===== src/rtl/rfile_sb_if.sv =====
// Bus bundle for rfile_sb: two read ports with valid flags, the writeback
// port, the issue port and the clear-in-progress flag.
interface rfile_sb_if #(
  parameter int ADDR_W = 5,
  parameter int DATA_W = 32
);
  logic [ADDR_W-1:0] A1;
  logic [ADDR_W-1:0] A2;
  logic [DATA_W-1:0] RD1;
  logic [DATA_W-1:0] RD2;
  logic              RV1;
  logic              RV2;
  logic              WE3;
  logic [ADDR_W-1:0] A3;
  logic [DATA_W-1:0] WD3;
  logic              ISS_EN;
  logic [ADDR_W-1:0] ISS_A;
  logic              INIT_BUSY;

  modport master (
    output A1, A2, WE3, A3, WD3, ISS_EN, ISS_A,
    input  RD1, RD2, RV1, RV2, INIT_BUSY
  );

  modport slave (
    input  A1, A2, WE3, A3, WD3, ISS_EN, ISS_A,
    output RD1, RD2, RV1, RV2, INIT_BUSY
  );
endinterface


===== src/rtl/rfile_sb.sv =====
// 2-read/1-write register file with a post-reset clear sweep, a per-register
// busy scoreboard for in-flight producers, and write-first read bypass.
module rfile_sb_rdport #(
  parameter int ADDR_W   = 5,
  parameter int DATA_W   = 32,
  parameter bit ZERO_REG = 1'b1
) (
  input  logic              run,
  input  logic [ADDR_W-1:0] addr,
  input  logic              we,
  input  logic [ADDR_W-1:0] wa,
  input  logic [DATA_W-1:0] wd,
  input  logic [DATA_W-1:0] mem_d,
  input  logic              busy_b,
  output logic [DATA_W-1:0] rd,
  output logic              rv
);
  always_comb begin
    rd = '0;
    rv = 1'b0;
    if (run) begin
      if (ZERO_REG && addr == '0) begin
        rd = '0;
        rv = 1'b1;
      end else if (we && wa == addr) begin
        // writeback in this cycle satisfies the pending producer
        rd = wd;
        rv = 1'b1;
      end else begin
        rd = mem_d;
        rv = !busy_b;
      end
    end
  end
endmodule

module rfile_sb #(
  parameter int ADDR_W   = 5,
  parameter int DATA_W   = 32,
  parameter int ZERO_REG = 1
) (
  input  logic      CLK,
  input  logic      RST,
  rfile_sb_if.slave bus
);
  localparam int DEPTH = 1 << ADDR_W;
  localparam bit ZR    = (ZERO_REG != 0);
  localparam int NPORT = 2;

  typedef enum logic {CLEAR, RUN} state_t;

  state_t                  state, state_nxt;
  logic [ADDR_W-1:0]       clr_idx, clr_idx_nxt;
  logic [DATA_W-1:0]       mem [DEPTH];
  logic [DEPTH-1:0]        busy;
  logic                    run;
  logic                    wr_ok, iss_ok;
  logic                    mem_we;
  logic [ADDR_W-1:0]       mem_wa;
  logic [DATA_W-1:0]       mem_wd;
  logic [NPORT-1:0][ADDR_W-1:0] ra;
  logic [NPORT-1:0][DATA_W-1:0] rd;
  logic [NPORT-1:0]             rv;

  always_ff @(posedge CLK) begin
    if (RST) begin
      state   <= CLEAR;
      clr_idx <= '0;
    end else begin
      state   <= state_nxt;
      clr_idx <= clr_idx_nxt;
    end
  end

  always_comb begin
    state_nxt   = state;
    clr_idx_nxt = clr_idx;
    case (state)
      CLEAR: begin
        clr_idx_nxt = clr_idx + 1'b1;
        if (&clr_idx) state_nxt = RUN;
      end
      RUN:     state_nxt = RUN;
      default: state_nxt = CLEAR;
    endcase
  end

  assign run    = (state == RUN);
  assign wr_ok  = run && bus.WE3 && !(ZR && bus.A3 == '0);
  assign iss_ok = run && bus.ISS_EN && !(ZR && bus.ISS_A == '0);

  // RST edge itself never writes; the sweep owns the port while clearing
  always_comb begin
    mem_we = 1'b0;
    mem_wa = bus.A3;
    mem_wd = bus.WD3;
    if (!RST) begin
      if (state == CLEAR) begin
        mem_we = 1'b1;
        mem_wa = clr_idx;
        mem_wd = '0;
      end else begin
        mem_we = wr_ok;
      end
    end
  end

  always_ff @(posedge CLK) begin
    if (mem_we) mem[mem_wa] <= mem_wd;
  end

  // issue is applied after the write so it wins on a same-register collision
  always_ff @(posedge CLK) begin
    if (RST) begin
      busy <= '0;
    end else begin
      if (wr_ok)  busy[bus.A3]    <= 1'b0;
      if (iss_ok) busy[bus.ISS_A] <= 1'b1;
    end
  end

  assign ra[0] = bus.A1;
  assign ra[1] = bus.A2;

  for (genvar p = 0; p < NPORT; p++) begin : g_rd
    rfile_sb_rdport #(
      .ADDR_W  (ADDR_W),
      .DATA_W  (DATA_W),
      .ZERO_REG(ZR)
    ) u_rd (
      .run   (run),
      .addr  (ra[p]),
      .we    (bus.WE3),
      .wa    (bus.A3),
      .wd    (bus.WD3),
      .mem_d (mem[ra[p]]),
      .busy_b(busy[ra[p]]),
      .rd    (rd[p]),
      .rv    (rv[p])
    );
  end

  assign bus.RD1       = rd[0];
  assign bus.RD2       = rd[1];
  assign bus.RV1       = rv[0];
  assign bus.RV2       = rv[1];
  assign bus.INIT_BUSY = !run;
endmodule


===== src/flat_wrapper.sv =====
// flat-port wrapper written by rule: the top's interface ports become plain ports
module rfile_sb_flat 
#(
  parameter int ADDR_W   = 5,
  parameter int DATA_W   = 32,
  parameter int ZERO_REG = 1
)
  (CLK, RST, bus_A1, bus_A2, bus_WE3, bus_A3, bus_WD3, bus_ISS_EN, bus_ISS_A, bus_RD1, bus_RD2, bus_RV1, bus_RV2, bus_INIT_BUSY);
  rfile_sb_if #(.ADDR_W(ADDR_W), .DATA_W(DATA_W)) bus_i ();
  input  logic CLK;
  input  logic RST;
  input wire logic [$bits(bus_i.A1)-1:0] bus_A1;
  input wire logic [$bits(bus_i.A2)-1:0] bus_A2;
  input wire logic [$bits(bus_i.WE3)-1:0] bus_WE3;
  input wire logic [$bits(bus_i.A3)-1:0] bus_A3;
  input wire logic [$bits(bus_i.WD3)-1:0] bus_WD3;
  input wire logic [$bits(bus_i.ISS_EN)-1:0] bus_ISS_EN;
  input wire logic [$bits(bus_i.ISS_A)-1:0] bus_ISS_A;
  output wire logic [$bits(bus_i.RD1)-1:0] bus_RD1;
  output wire logic [$bits(bus_i.RD2)-1:0] bus_RD2;
  output wire logic [$bits(bus_i.RV1)-1:0] bus_RV1;
  output wire logic [$bits(bus_i.RV2)-1:0] bus_RV2;
  output wire logic [$bits(bus_i.INIT_BUSY)-1:0] bus_INIT_BUSY;
  assign bus_i.A1 = bus_A1;
  assign bus_i.A2 = bus_A2;
  assign bus_i.WE3 = bus_WE3;
  assign bus_i.A3 = bus_A3;
  assign bus_i.WD3 = bus_WD3;
  assign bus_i.ISS_EN = bus_ISS_EN;
  assign bus_i.ISS_A = bus_ISS_A;
  assign bus_RD1 = bus_i.RD1;
  assign bus_RD2 = bus_i.RD2;
  assign bus_RV1 = bus_i.RV1;
  assign bus_RV2 = bus_i.RV2;
  assign bus_INIT_BUSY = bus_i.INIT_BUSY;
  rfile_sb #(.ADDR_W(ADDR_W), .DATA_W(DATA_W), .ZERO_REG(ZERO_REG)) u_core (.CLK(CLK), .RST(RST), .bus(bus_i));
endmodule

===== config.mk =====
export PLATFORM = sky130hd
export DESIGN_NAME = rfile_sb_flat
export DESIGN_NICKNAME = d
export VERILOG_FILES = /design/src/rtl/rfile_sb_if.sv /design/src/rtl/rfile_sb.sv /design/src/flat_wrapper.sv
export SDC_FILE = /design/constraint.sdc
export NUM_CORES = 1
export LEC_CHECK = 0
export CAP_MARGIN = 20
export CORE_AREA = 3 3 307 309
export CTS_CLUSTER_SIZE = 25
export DETAILED_ROUTE_END_ITERATION = 10
export DIE_AREA = 0 0 310 312
export PLACE_DENSITY = 0.76
export REMOVE_ABC_BUFFERS = 1
export SLEW_MARGIN = 0
export SYNTH_ARGS = -nofsm -noshare
export SYNTH_HDL_FRONTEND = slang
export SYNTH_SLANG_ARGS = --single-unit

===== constraint.sdc =====
create_clock -name CLK -period 3.8 [get_ports CLK]
set_input_delay 0.76 -clock CLK [delete_from_list [all_inputs] [get_ports CLK]]
set_output_delay 0.76 -clock CLK [all_outputs]
set_load 0.01 [all_outputs]

==> impl_metrics.py, run 1 <==
metrics = {
    "outcome": {
        "outcome": "finished with violations",
        "violations": "negative setup slack",
    },
    "pwr": {
        "p_per_area_nw_per_um2": 428,
        "totalPowerFinal_mw": 26.5,
        "ir_worst_vdd_uv": 387,
        "leakage_nw": 21.7,
    },
    "critical_path": {
        "startpoint_type": "primary input",
        "crit_family": "buffers and inverters",
        "cp_slowest_cell": "clkdlybuf4s50_1",
        "cp_max_fo": 10,
        "end_kind": "output port",
        "cp_data_required_time_ps": 3040,
        "path_class": "primary input to output port",
        "cp_common_cell": "buf_4",
        "crit_buf_inv": 5,
        "critical-path-max-stage-delay_ps": 550,
        "cp_cell_sequence": "buf_4 -> buf_12 -> buf_4 -> nand3b_1 -> buf_6 -> o221ai_1 -> nor3_1 -> nor2_1 -> a21oi_1 -> clkdlybuf4s50_1",
        "critical_path_arrival_ps": 3070,
    },
    "timing": {
        "finalHoldViolations": 0,
        "max_freq_mhz": 261,
        "finClkSkew_ps": 31.7,
        "setup_viol": 1,
        "period_share": 1.01,
        "tightest_slew_ps": 777,
        "slew_headroom": 0.478,
        "period_minus_slack_ps": 3830,
        "setup_ws_ps": -29.8,
        "finalMaxSlewViolations": 0,
        "finalSetupTns_ps": -29.8,
    },
    "cells_and_area": {
        "fillers": 5787,
        "areaGrowthSynthToFinish_pct": 20.6,
        "fin_cells": 4809,
        "drive_above_1_share": 0.343,
        "final_core_utilization": 0.676,
        "design_area_um2": 62000,
        "final_nets": 3589,
    },
    "global_route": {
        "grt_first_pass_wirelength_mm": 245,
        "grt_usage": 0.352,
        "grt_max_degree": 41,
        "grt_overflow": 0,
        "antenna_found_initial": 3,
        "grt_pass1_vias": 36090,
    },
    "synth": {
        "synth_seq_cells": 1062,
        "synth_seq_area_share": 0.613,
        "syn_inst": 3072,
        "syn_avg_cell_area_um2": 16.7,
        "synth_edf_count": 1024,
        "ys_types": 67,
        "ys.warnings.count": 0,
        "syn_area_um2": 51400,
        "synthArstFlopShare": 0,
        "synth_flop_cell": "edfxtp_1",
    },
    "floorplanning": {
        "ios": 123,
        "rows": 111,
        "start_util": 0.561,
        "chipHeight_um": 312,
        "dieWidth_um": 310,
        "die-area_um2": 96700,
        "core_um2": 91700,
    },
    "placed_design": {
        "dp_cells": 4573,
        "placed_area_um2": 57500,
        "routabilityCongestion": 0.939,
        "io_buffer_count": 122,
        "dp_hpwl_mm": 109,
    },
    "run": {
        "drv_cap": 0,
    },
    "route": {
        "vias": 35601,
        "drtAntennaViolNets": 0,
        "drc_errors": 0,
        "dr.first_iter.drc_count": 5441,
        "drt_wl_total_mm": 172,
        "dr.pass1.iters": 6,
        "wl_per_cell_um": 35.7,
        "via_per_inst": 7.40,
    },
    "cts": {
        "cts-root-buf": "clkbuf_16",
        "numCtsBuffers": 109,
        "cts_tree": "done",
        "clkSinkCount": 1062,
        "clock_path_buffers": 3,
        "insertion_delay_ps": 710,
        "htree_num_levels": 3,
        "clkSlewWorstSetupHoldPaths_ps": 60,
    },
    "min_path": {
        "holdCritPathClass": "flop to flop",
    },
}
-- cells in the mapped netlist (8+ instances only) --
cell	count	area [um2]
a22oi_1	31	233
nand2_1	124	465
clkbuf_1	97	364
mux2i_1	270	2700
a22o_1	10	87.6
o21ai_0	102	510
o221ai_1	24	210
xnor2_1	10	87.6
a221o_1	48	480
a211oi_1	39	293
edfxtp_1	1024	30700
a211o_1	13	114
buf_6	32	360
a21oi_1	86	430
nand2b_1	10	62.6
buf_1	14	52.6
nor2b_1	49	307
mux2_2	99	1110
buf_2	64	320
nand3_1	13	65.1
nor2_1	138	518
buf_4	30	225
or2_2	8	50.1
nor4_1	10	62.6
dfxtp_1	38	761
o22ai_1	62	388
o21a_1	20	150
a221oi_1	50	438
and3_1	27	169
mux4_2	373	8400
inv_1	9	33.8
nor3_1	51	255
-- routing by layer --
| metal | share of wire | up-vias | GRT usage |
|---|---|---|---|
| met5 | 0.00017 | - | 0 |
| met4 | 0.073 | 4 | 0.218 |
| met3 | 0.13 | 753 | 0.0905 |
| met2 | 0.47 | 3089 | 0.550 |
| met1 | 0.33 | 17999 | 0.444 |
| li1 | - | 13756 | - |
-- per-stage QoR --
step,setup WS [ps],hold slack [ps]
floorplan,-755,451
detailed placement,-336,481
finish,-29.8,494
global route,-18.9,500
global placement,-395,465
CTS,-27.5,489
-- cells by family after synthesis --
group	after synthesis	synth area share
adders and majority gates	2	0.000487
and+or+nand+nor	457	0.0421
xor gates and xnor gates	13	0.00222
buffers and inverters	258	0.0302
muxes	742	0.238
DFF	1062	0.613
AOI/OAI and AO/OA	538	0.0742
-- layout make-up --
class,instances,area [um2],share of cell area
Sequential cell,1062,31500,0.508
Multi-Input combinational cell,1752,19000,0.307
Timing Repair Buffer,597,6350,0.102
Clock buffer,128,2840,0.0458
Tap cell,1186,1480,0.0239
Clock inverter,73,751,0.0121
Inverter,9,37.5,0.000606
Antenna cell,2,5.00,0.0000807
-- power breakdown --
group | switching (mW) | internal (mW) | total [mW]
clock | 4.57 | 6.29 | 10.9
combinational | 1.51 | 1.16 | 2.67
sequential | 0.0515 | 12.9 | 13.0
-- what timing repair did --
item	CTS	global route
pin swaps	8	13
setup endpoints to repair	66	47
hold buffers	0	0
cloned	1	1
resized for setup	110	66
setup buffers	8	23
-- placed cells by master, fill, tap and decap left out, types with 36 or more instances in the layout --
cell             instances
nor2b_1                 44
a221o_1                 48
o22ai_1                 54
a221oi_1                43
mux4_2                 373
dlygate4sd2_1           36
nor2_1                 100
a21oi_1                 84
mux2_2                  99
dfxtp_1                 38
o21ai_0                 97
edfxtp_1              1024
clkdlybuf4s50_1         58
clkbuf_16              112
mux2i_1                265
buf_4                  346
buf_12                 103
nand2_1                124
-- state kept, by name, summed over array words and instances (netlist names) --
signal / flops
u_core.busy: 32
u_core.clr_idx: 5
u_core.mem: 1024
u_core.run: 1
-- worst register-to-register path, stage by stage (launching register included) --
cell and delay [ps]:
dfxtp_1 350, buf_4 250, nor2_4 390, mux2i_1 490, nand2_1 400, nor2_4 200, buf_4 490
-- path summary, 6_finish.rpt --
kind / start / endpoint / slack [ps] / cells past startpoint
max: bus_A1[4] / bus_RD1[10] / -30 / 10
min: u_core.busy[24]$_SDFF_PP0_ / u_core.busy[24]$_SDFF_PP0_ / 490 / 2
max reg2reg: u_core.run$_SDFF_PP0_ / u_core.mem[26][17]$_DFFE_PP_ / 820 / 6
min reg2reg: u_core.busy[24]$_SDFF_PP0_ / u_core.busy[24]$_SDFF_PP0_ / 490 / 2
Note: power is estimated with default switching activity, not from simulation.
==> run 2: changes to the inputs <==
--- a/config.mk
+++ b/config.mk
@@ -7,6 +7,7 @@
 export LEC_CHECK = 0
 export CAP_MARGIN = 20
 export CORE_AREA = 3 3 307 309
+export CTS_CLUSTER_DIAMETER = 50
 export CTS_CLUSTER_SIZE = 25
 export DETAILED_ROUTE_END_ITERATION = 10
 export DIE_AREA = 0 0 310 312
==> run 2 against run 1 <==
  * The run now ends clean
  * Hold slack better by 0.73 ps
  * Combinational power about the same
  * Critical path depth down 1
  * Maximum frequency up 1.4%
  * Non-clock buffer count down 7
  * Register-to-register slack better by 20 ps
  * Via count down 0.96%
  * Wire length down 1.0%
  * Worst setup slack better by 52 ps
  * Flip-flop and latch count unchanged
  * Critical endpoint is now bus_RD1[12]
==> impl_metrics.py, run 2 (synthesis gave the netlist of run 1 again) <==
metrics = {
    "cts": {
        "postCtsHoldBufs": 0,
        "clkSlewWorstSetupHoldPaths_ps": 50,
        "clock_path_buffers": 3,
        "cts-root-buf": "clkbuf_16",
        "numCtsBuffers": 105,
        "insertion_delay_ps": 690,
        "clkSinkCount": 1062,
        "htree_num_levels": 3,
        "cts_tree": "done",
    },
    "critical_path": {
        "crit-reg2reg-launch": "u_core.run$_SDFF_PP0_",
        "r2r_setup_slack_ps": 840,
        "end_kind": "output port",
        "cp_data_required_time_ps": 3040,
        "cp-startpoint": "bus_A1[1]",
        "path_class": "primary input to output port",
        "cp-endpoint": "bus_RD1[12]",
        "critical_path_arrival_ps": 3020,
        "rr_worst_depth": 6,
        "startpoint_type": "primary input",
        "cp_max_fo": 12,
        "r2r-end": "u_core.mem[26][17]$_DFFE_PP_",
    },
    "pwr": {
        "ir_worst_vdd_uv": 383,
        "p_per_area_nw_per_um2": 429,
        "leakage_nw": 21.7,
    },
    "timing": {
        "period_minus_slack_ps": 3780,
        "finalHoldViolations": 0,
        "max_freq_mhz": 265,
        "period_share": 0.994,
        "slew_headroom": 0.519,
        "tightest_slew_ps": 716,
        "rsz0062_at_grt": "true",
        "finClkSkew_ps": 34.2,
        "setup_viol": 0,
        "finalMaxSlewViolations": 0,
    },
    "run": {
        "drv_cap": 0,
    },
    "route": {
        "drt_wl_total_mm": 170,
        "dr.pass1.iters": 5,
        "dr.first_iter.drc_count": 5103,
        "drtAntennaViolNets": 0,
        "drc_errors": 0,
        "vias": 35258,
        "via_per_inst": 7.35,
        "wl_per_cell_um": 35.4,
    },
    "cells_and_area": {
        "areaGrowthSynthToFinish_pct": 20.7,
        "fillers": 5799,
        "largest_reg_flops": 1024,
        "seq_area_um2": 31500,
        "design_area_um2": 62000,
        "final_core_utilization": 0.677,
        "multiInputGateArea_um2": 19000,
        "final_nets": 3578,
        "fin_cells": 4798,
        "drive_above_1_share": 0.348,
        "layout_common_cells": "edfxtp_1, mux4_2, buf_4",
        "max_flop_register": "u_core.mem",
        "biggestRegsByFlops": "u_core.mem (1024), u_core.busy (32), u_core.clr_idx (5)",
        "final_common_cell": "edfxtp_1",
    },
    "global_route": {
        "grt_first_pass_wirelength_mm": 244,
        "grt_usage": 0.349,
        "grt_pass1_vias": 36062,
        "grt_overflow": 0,
        "met3_usage": 0.0872,
        "grt_busiest_layer": "met2",
        "antenna_found_initial": 0,
        "grtUsageMet2": 0.547,
        "use_met1": 0.441,
        "grt_max_degree": 41,
    },
    "floorplanning": {
        "die-area_um2": 96700,
        "ios": 123,
        "dieWidth_um": 310,
        "core_um2": 91700,
        "rows": 111,
        "start_util": 0.561,
        "chipHeight_um": 312,
    },
    "placed_design": {
        "io_buffer_count": 122,
        "routabilityCongestion": 0.939,
        "placed_area_um2": 57500,
        "dp_cells": 4573,
        "dp_hpwl_mm": 109,
    },
    "outcome": {
        "outcome": "finished, final reports clean",
    },
    "min_path": {
        "holdCritPathClass": "flop to flop",
    },
}
run 2: cell count changes in the layout (fill, tap and decap cells not counted), sizes merged, moves of 5 or more:
cell           before  now
inv                12   43
clkdlybuf4s50      58   52
clkbuf            130  110
clkinv             51   34
clkinvlp            5   10
run 2: power breakdown:
part / leakage [nW] / total [mW] / internal (mW) / switching, mW
Sequential: 9.68 / 13.0 / 12.9 / 0.0507
Clock: 1.78 / 11.0 / 5.99 / 5.02
Combinational: 10.3 / 2.66 / 1.16 / 1.50
Total: 21.7 / 26.6 / 20.1 / 6.57
run 2: through the flow:
stage	hold WS (ps)	TNS (ps)	power [mW]	setup WS, ps
2_1_floorplan	451	-757490	14.3	-755
3_3_place_gp	465	-14480	15.7	-395
3_5_place_dp	481	-13360	15.7	-336
4_1_cts	488	-17.8	26.6	-17.8
5_1_grt	499	-34.9	27.2	-34.9
6_report	494	0	26.6	22.7
run 2: critical path: stages:
cell	delay [ps]
buf_6	150
buf_6	220
buf_8	200
mux4_2	520
mux2i_1	200
o221ai_1	150
a21oi_1	220
a21oi_1	100
clkdlybuf4s50_1	480
run 2: cell type report:
type / count / share of cell area
clock inverters: 88 / 0.0166
multi-input cells: 1752 / 0.306
inverters: 9 / 0.000605
flip-flops and latches: 1062 / 0.508
diodes: 1 / 0.0000403
well taps: 1186 / 0.0239
repair buffers: 590 / 0.103
clock buffers: 110 / 0.0427
run 2: layer usage:
metal | share of wire | wire (um)
met5 | 0 | 0
met4 | 0.069 | 11800
met3 | 0.12 | 20800
met2 | 0.47 | 80200
met1 | 0.34 | 57200
run 2: how the worst min path moves through the flow:
stage                                 end  slack, ps                       start  cells past startpoint
4_1_cts         u_core.busy[0]$_SDFF_PP0_        490   u_core.busy[0]$_SDFF_PP0_                      1
3_3_place_gp    u_core.busy[0]$_SDFF_PP0_        460   u_core.busy[0]$_SDFF_PP0_                      1
2_1_floorplan   u_core.busy[0]$_SDFF_PP0_        450   u_core.busy[0]$_SDFF_PP0_                      1
3_5_place_dp    u_core.busy[0]$_SDFF_PP0_        480   u_core.busy[0]$_SDFF_PP0_                      1
6_report       u_core.busy[24]$_SDFF_PP0_        490  u_core.busy[24]$_SDFF_PP0_                      2
5_1_grt         u_core.busy[0]$_SDFF_PP0_        500   u_core.busy[0]$_SDFF_PP0_                      1
run 2: what timing repair did:
item,4_1_cts,5_1_grt
buffers inserted,7,19
gates resized for setup,103,71
setup endpoints to repair,66,45
cloned,1,0
pin swaps,14,13
hold endpoints to repair,0,0
